`src/rtl/pipe_pkg.sv`:
```
// Shared definitions for the five-stage core's pipeline plumbing:
// stall-vector bit positions, the NOP encoding and the per-edge
// stage action that every stage boundary register obeys.
package pipe_pkg;

  // Bit positions inside the stall vector driven by the stall controller.
  localparam int STALL_PC  = 0;
  localparam int STALL_IF  = 1;
  localparam int STALL_ID  = 2;
  localparam int STALL_EX  = 3;
  localparam int STALL_MEM = 4;
  localparam int STALL_WB  = 5;
  localparam int STALL_W   = 6;

  // All-zero word is the architectural NOP carried by dead slots.
  localparam logic [31:0] NOP_INST = 32'h0000_0000;

  // What a stage boundary does on the coming clock edge.
  typedef enum logic [1:0] {
    ACT_HOLD    = 2'd0,
    ACT_BUBBLE  = 2'd1,
    ACT_ADVANCE = 2'd2,
    ACT_FLUSH   = 2'd3
  } stage_act_e;

  // Flush beats everything; a stalled upstream with a free downstream
  // inserts a bubble; a free upstream always advances (this also covers
  // the malformed up=0/dn=1 case); both stalled means hold.
  function automatic stage_act_e decode_act(input logic flush,
                                            input logic up,
                                            input logic dn);
    if (flush)          return ACT_FLUSH;
    else if (!up)       return ACT_ADVANCE;
    else if (!dn)       return ACT_BUBBLE;
    else                return ACT_HOLD;
  endfunction

endpackage

```
`src/rtl/pipe_lane_reg.sv`:
```
// One issue slot of a stage boundary: valid, PC and payload registers.
// The parent decodes the stage action once and fans it out to every lane;
// the lane only adds its own kill and the zeroed-dead-slot rule.
module pipe_lane_reg
  import pipe_pkg::*;
#(
  parameter int PC_W   = 32,
  parameter int INST_W = 32
) (
  input  logic              clk,
  input  logic              rst,
  input  stage_act_e        act_i,
  input  logic              kill_i,
  input  logic              in_valid,
  input  logic [PC_W-1:0]   in_pc,
  input  logic [INST_W-1:0] in_inst,
  output logic              out_valid,
  output logic [PC_W-1:0]   out_pc,
  output logic [INST_W-1:0] out_inst
);

  logic              valid_d, valid_q;
  logic [PC_W-1:0]   pc_d,    pc_q;
  logic [INST_W-1:0] inst_d,  inst_q;
  logic              keep;

  // Next-state selection for the slot according to the stage action.
  always_comb begin
    // NOTE: every always_comb output gets a default first (here: hold), so
    // no path through the case can leave a variable unassigned and infer a latch.
    valid_d = valid_q;
    pc_d    = pc_q;
    inst_d  = inst_q;
    keep    = in_valid & ~kill_i;
    case (act_i)
      ACT_FLUSH, ACT_BUBBLE: begin
        valid_d = 1'b0;
        pc_d    = '0;
        inst_d  = INST_W'(NOP_INST);
      end
      ACT_ADVANCE: begin
        // Dead slots are stored as zeros so downstream sees a clean NOP.
        valid_d = keep;
        pc_d    = keep ? in_pc   : '0;
        inst_d  = keep ? in_inst : INST_W'(NOP_INST);
      end
      default: ;
    endcase
  end

  // Slot registers with the core's synchronous active-high reset.
  always_ff @(posedge clk) begin
    // NOTE: sequential state uses non-blocking (<=) so all flops sample
    // their _d values from before the edge, independent of statement order.
    if (rst) begin
      valid_q <= 1'b0;
      pc_q    <= '0;
      inst_q  <= '0;
    end else begin
      valid_q <= valid_d;
      pc_q    <= pc_d;
      inst_q  <= inst_d;
    end
  end

  assign out_valid = valid_q;
  assign out_pc    = pc_q;
  assign out_inst  = inst_q;

endmodule

```
`src/rtl/pipe_stage_reg.sv`:
```
// Parametrised stage boundary (IF/ID, ID/EX, EX/MEM, MEM/WB) carrying
// LANES PC/payload slots. Obeys the shared stall vector (hold, bubble,
// advance), whole-stage flush and per-lane kill.
// Optional feature macro: PIPE_STAGE_PERF_EN adds saturating 32-bit
// bubble_cnt / hold_cnt performance counters.
module pipe_stage_reg
  import pipe_pkg::*;
#(
  parameter int PC_W    = 32,
  parameter int INST_W  = 32,
  parameter int LANES   = 1,
  parameter int STAGE   = 1,
  parameter int STALL_W = pipe_pkg::STALL_W
) (
  input  logic                    clk,
  input  logic                    rst,
  input  logic [STALL_W-1:0]      stall_i,
  input  logic                    flush_i,
  input  logic [LANES-1:0]        kill_i,
  input  logic [LANES-1:0]        in_valid,
  input  logic [LANES*PC_W-1:0]   in_pc,
  input  logic [LANES*INST_W-1:0] in_inst,
  output logic [LANES-1:0]        out_valid,
  output logic [LANES*PC_W-1:0]   out_pc,
  output logic [LANES*INST_W-1:0] out_inst
`ifdef PIPE_STAGE_PERF_EN
  , output logic [31:0]           bubble_cnt
  , output logic [31:0]           hold_cnt
`endif
);

  // The last stage has no downstream stall bit; treat it as never stalled.
  localparam bit HAS_DN = (STAGE < STALL_W - 1);
  localparam int DN_IDX = HAS_DN ? STAGE + 1 : STAGE;

  logic       up;
  logic       dn;
  logic       stall_unused;
  stage_act_e act;

  assign up           = stall_i[STAGE];
  assign dn           = HAS_DN ? stall_i[DN_IDX] : 1'b0;
  assign stall_unused = ^stall_i;

  // Decode the stage action once for all lanes.
  always_comb act = decode_act(flush_i, up, dn);

  for (genvar i = 0; i < LANES; i++) begin : g_lane
    pipe_lane_reg #(
      .PC_W   (PC_W),
      .INST_W (INST_W)
    ) u_lane (
      .clk       (clk),
      .rst       (rst),
      .act_i     (act),
      .kill_i    (kill_i[i]),
      .in_valid  (in_valid[i]),
      .in_pc     (in_pc[i*PC_W +: PC_W]),
      .in_inst   (in_inst[i*INST_W +: INST_W]),
      .out_valid (out_valid[i]),
      .out_pc    (out_pc[i*PC_W +: PC_W]),
      .out_inst  (out_inst[i*INST_W +: INST_W])
    );
  end

`ifdef PIPE_STAGE_PERF_EN
  logic [31:0] bubble_cnt_d, bubble_cnt_q;
  logic [31:0] hold_cnt_d,   hold_cnt_q;

  // Saturating event counts; flush edges count as neither bubble nor hold.
  always_comb begin
    bubble_cnt_d = bubble_cnt_q;
    hold_cnt_d   = hold_cnt_q;
    if (act == ACT_BUBBLE && bubble_cnt_q != 32'hFFFF_FFFF)
      bubble_cnt_d = bubble_cnt_q + 32'd1;
    if (act == ACT_HOLD && hold_cnt_q != 32'hFFFF_FFFF)
      hold_cnt_d = hold_cnt_q + 32'd1;
  end

  // Counter registers, cleared by reset.
  always_ff @(posedge clk) begin
    if (rst) begin
      bubble_cnt_q <= '0;
      hold_cnt_q   <= '0;
    end else begin
      bubble_cnt_q <= bubble_cnt_d;
      hold_cnt_q   <= hold_cnt_d;
    end
  end

  assign bubble_cnt = bubble_cnt_q;
  assign hold_cnt   = hold_cnt_q;
`else
  // Counters not built: no ports, no state.
`endif

endmodule

```
`config.mk`:
```
export PLATFORM = sky130hd
export DESIGN_NAME = pipe_stage_reg
export DESIGN_NICKNAME = d
export VERILOG_FILES = /design/src/rtl/pipe_pkg.sv /design/src/rtl/pipe_lane_reg.sv /design/src/rtl/pipe_stage_reg.sv
export SDC_FILE = /design/constraint.sdc
export NUM_CORES = 1
export LEC_CHECK = 0
export BUFFER_PORTS_ARGS = -buffer_cell sky130_fd_sc_hd__buf_2
export CAP_MARGIN = 20
export CORE_UTILIZATION = 41
export DETAILED_ROUTE_END_ITERATION = 10
export HOLD_SLACK_MARGIN = 0.06
export PLACE_DENSITY = 0.78
export SETUP_SLACK_MARGIN = 0.02
export SYNTH_ARGS = -nofsm -noshare
export SYNTH_HDL_FRONTEND = slang
export SYNTH_SLANG_ARGS = --single-unit
```
`constraint.sdc`:
```
create_clock -name clk -period 0.98 [get_ports clk]
set_input_delay 0.098 -clock clk [delete_from_list [all_inputs] [get_ports clk]]
set_output_delay 0.098 -clock clk [all_outputs]
set_load 0.1 [all_outputs]
```
==> results.ini, run 1 <==
[status]
outcome=aborted with a tool error
stop_stage=global routing (5_1_grt)
first-error=[ERROR DPL-0033] detailed placement checks failed during check placement.

[synth]
ys_ff_latch=65
synth.net_count=230
synth_top_area_cell=dfxtp_1
synth_cell_types=11
synthCells=155
synth_top_area_share_pct=60.1
synth_seq_area_share_pct=60.1
syn_area_sq_um=2170
ys_warn_count=0
synthTopCellsByArea=dfxtp_1 (60%), a32o_1 (30%), buf_6 (6.2%)
synth.avg_cell_area_sq_um=14.0

[placed_design]
place_congestion=0.692
port-buffer-count=135
hpwl_mm=4.44

[clock_network]
h-tree-depth=3
cts-root-buf=clkbuf_8
cts.sink_count=65
cts.path.max_buffers=2
cts_made_buffers=9

[floorplanning]
ioPinCount=140
fp.dieW_um=74.7
rows=26
die_height_um=74.7
initial_core_util_pct=42.4

[sta]
worstEndpointType=output port
worst_endpoint=out_pc[15]

[global_route]
antenna_found_initial=1
grt_max_degree=52

-- cell usage after synthesis, drive strengths merged --
| cell type | count |
|---|---|
| dfxtp | 65 |
| a32o | 64 |
| buf | 20 |
| and3 | 1 |
| and4bb | 1 |
| clkbuf | 1 |
| nor2 | 1 |
| nor3b | 1 |
| o21a | 1 |
-- logic make-up after synthesis --
| family | count (synthesis) | share of synthesized area [%] |
|---|---|---|
| DFF | 65 | 60.1 |
| AOI/OAI and AO/OA | 65 | 29.9 |
| buffers and inverters | 21 | 8.38 |
| and+or+nand+nor | 4 | 1.62 |
-- repair_timing --
action,CTS
hold endpoints to repair,63
resized for setup,2
buffers inserted,8
cloned,0
setup endpoints to repair,65
hold buffers,63
-- through the flow --
stage	instance area [sq um]	hold WS [ns]	instances	util, %	setup slack (ns)
after floorplan	2250	0.252	155	-	-0.0406
after detailed placement	3940	0.340	347	77.2	-0.114
after CTS	4830	0.0698	433	94.6	-0.0186
after global placement	3940	0.334	347	77.2	-0.0302
==> run 2: changes to the inputs <==
CORE_UTILIZATION = 35   (was 41)
HOLD_SLACK_MARGIN = default   (was 0.06)
PLACE_DENSITY = default   (was 0.78)
PLACE_DENSITY_LB_ADDON = 0.15   (was default)
SETUP_SLACK_MARGIN = default   (was 0.02)
==> run 2 against run 1 <==
Against the previous run:
- synthesized area did not move
- the flow now finishes without violations
- synthesized cell count did not move
==> results.ini, run 2 <==
[status]
outcome=finished, final reports clean  ; was aborted with a tool error

[synth]
synthTopCellsByArea=dfxtp_1 (60%), a32o_1 (30%), buf_6 (6.2%)  ; unchanged
synth_edf_count=0  ; unchanged
synthArstFlopShare_pct=0  ; unchanged
ys_ff_latch=65  ; unchanged
synth_cell_types=11  ; unchanged
synth_most_common_cell=dfxtp_1  ; unchanged
synth.avg_cell_area_sq_um=14.0  ; unchanged
synth_ff_type=dfxtp_1  ; unchanged
synth_top_area_cell=dfxtp_1  ; unchanged
synth_top_area_share_pct=60.1  ; unchanged
ys_warn_count=0  ; unchanged
synth_seq_area_share_pct=60.1  ; unchanged
syn_area_sq_um=2170  ; unchanged
synthTopCellsByCount=dfxtp_1 (65), a32o_1 (64), buf_6 (12), buf_2 (7)  ; unchanged
synthCells=155  ; unchanged
synth.net_count=230  ; unchanged

[sta]
setup_violations=0
final_max_slew_viol_count=0
finalCriticalPeriod_ns=0.973
fin_crit_sh_pct=99.2
timing.slew.headroom_pct=81.5
hold_viol_final=0
rsz0062_at_grt=yes
setup_ws_ns=0.00739
skew_ns=0
worst_pin_slew_ns=0.278
clock.fmax_mhz=1030

[setup_path]
required_ns=0.88
worstSetupPathType=reg2out
path_depth=1
reg2reg_depth=2
slowest_delay_ns=0.36
start_kind=register
crit_path_max_fanout=2
critical_path.slowest_cell=dfxtp_2
path_delay_family=flip-flops
crit_arrival_ns=0.87
endpoint_kind=output pin
crit_buf_inv=1
crit_chain=buf_12

[layout]
syn2layout_area_growth_pct=118
fin_cells=423
final_cell_mix=buf_12 (71), buf_2 (70), a32o_1 (64)
layout_commonest_cell=buf_12
n_fill_cell=341
antenna_cells=0
fin_area_sq_um=4730
fin_nets=419
drive_gt1_share_pct=64.9
fin_util_pct=79.4

[clock_network]
cts-root-buf=clkbuf_8  ; unchanged
cts_tree=built
cts_made_buffers=9  ; unchanged
clkTransAtPathRegs_ns=0.07
clock_latency_ns=0.33
cts.path.max_buffers=2  ; unchanged
cts.sink_count=65  ; unchanged
h-tree-depth=3  ; unchanged

[floorplanning]
rows=28  ; was 26
core-area_sq_um=5960
dieArea_sq_um=6510
initial_core_util_pct=36.4  ; was 42.4%
fp.dieW_um=80.7  ; was 74.7 um
die_height_um=80.7  ; was 74.7 um
ioPinCount=140  ; unchanged

[placed_design]
port-buffer-count=135  ; unchanged
place_congestion=0.673  ; was 0.692
placed_cells=352  ; was 347
hpwl_mm=4.20  ; was 4.44 mm
place_ws_ns=-0.0818  ; was -0.114 ns
placed_cell_area_sq_um=3960  ; was 3940 sq um

[routing]
post_drt_via_cell_ratio=5.19
remaining_drc_errors=0
ant_nets=0
vias=2194
first_pass_iters=6
initialDrtViolationCount=92
routed_wl_mm=7.15
post_drt_wl_per_cell_um=16.9

[global_route]
grt_pass1_vias=2279
grt_max_degree=36
track_usage_pct=22.5
grt_pass1_wl_mm=11.0
grt-ovfl-total=0
antenna_found_initial=0

[hold_path]
whs_path_depth=2
hold_class=in2reg

[power_and_ir_drop]
p_per_area_nw_per_um2=1270
leakagePower_uw=0.00190
design_power_total_uw=6010
ir_drop_mv=1.23

[job]
maxCapViolations=0

==> run 2: cell counts after synthesis <==
No cell type changed its count.
==> run 2: metal layers <==
| metal | part of all wire [%] | global-route usage, % | wire [um] | vias to the layer above |
|---|---|---|---|---|
| met1 | 38 | 23.6 | 2700 | 1042 |
| li1 | - | - | - | 1025 |
| met4 | 1.9 | 10.5 | 133 | 0 |
| met3 | 9.3 | 8.30 | 662 | 15 |
| met5 | 0 | 0 | 0 | - |
| met2 | 51 | 39.7 | 3650 | 112 |
==> run 2: kinds of logic after synthesis <==
family / Yosys count / share of synthesized area (%)
flops: 65 / 60.1
simple gates: 4 / 1.62
buf+inv: 21 / 8.38
compound gates: 65 / 29.9
==> run 2: stage by stage <==
| step | hold slack, ns | setup TNS, ns |
|---|---|---|
| floorplan | 0.252 | -0.0406 |
| global placement | 0.334 | -1.38 |
| detailed placement | 0.339 | -2.35 |
| CTS | 0.00352 | -0.181 |
| global route | 0.00922 | -0.772 |
| finish | 0.0206 | 0 |
==> run 2: layout make-up <==
class,count,area [sq um],share of cell area [%]
Multi-Input combinational cell,69,697,14.7
Tap cell,75,93.8,1.98
Clock inverter,3,65.1,1.38
Clock buffer,12,145,3.07
Sequential cell,65,1390,29.3
Timing Repair Buffer,199,2340,49.5
==> run 2: final timing paths <==
kind	from	endpoint	slack [ns]
max	g_lane[0].u_lane.out_inst[11]$_SDFFE_PP0P_	out_inst[11]	0.007
min	in_inst[27]	g_lane[0].u_lane.out_inst[27]$_SDFFE_PP0P_	0.02
max reg2reg	g_lane[0].u_lane.out_inst[17]$_SDFFE_PP0P_	g_lane[0].u_lane.out_inst[17]$_SDFFE_PP0P_	0.19
min reg2reg	g_lane[0].u_lane.out_pc[4]$_SDFFE_PP0P_	g_lane[0].u_lane.out_pc[4]$_SDFFE_PP0P_	0.49
==> run 2: what timing repair did <==
action / 4_1_cts / 5_1_grt
cloned: 0 / 0
hold endpoints to repair: 53 / 1
setup endpoints to repair: 34 / 59
buffers inserted: 1 / 1
hold buffers: 53 / 1
gates resized for setup: 0 / 2
pin swaps: 0 / 0
==> run 2: power breakdown <==
group,internal (uW),switching [uW]
clock network,1490,972
registers,2670,31.2
logic,426,425
total,4580,1430
(Power assumes the default switching activity.)
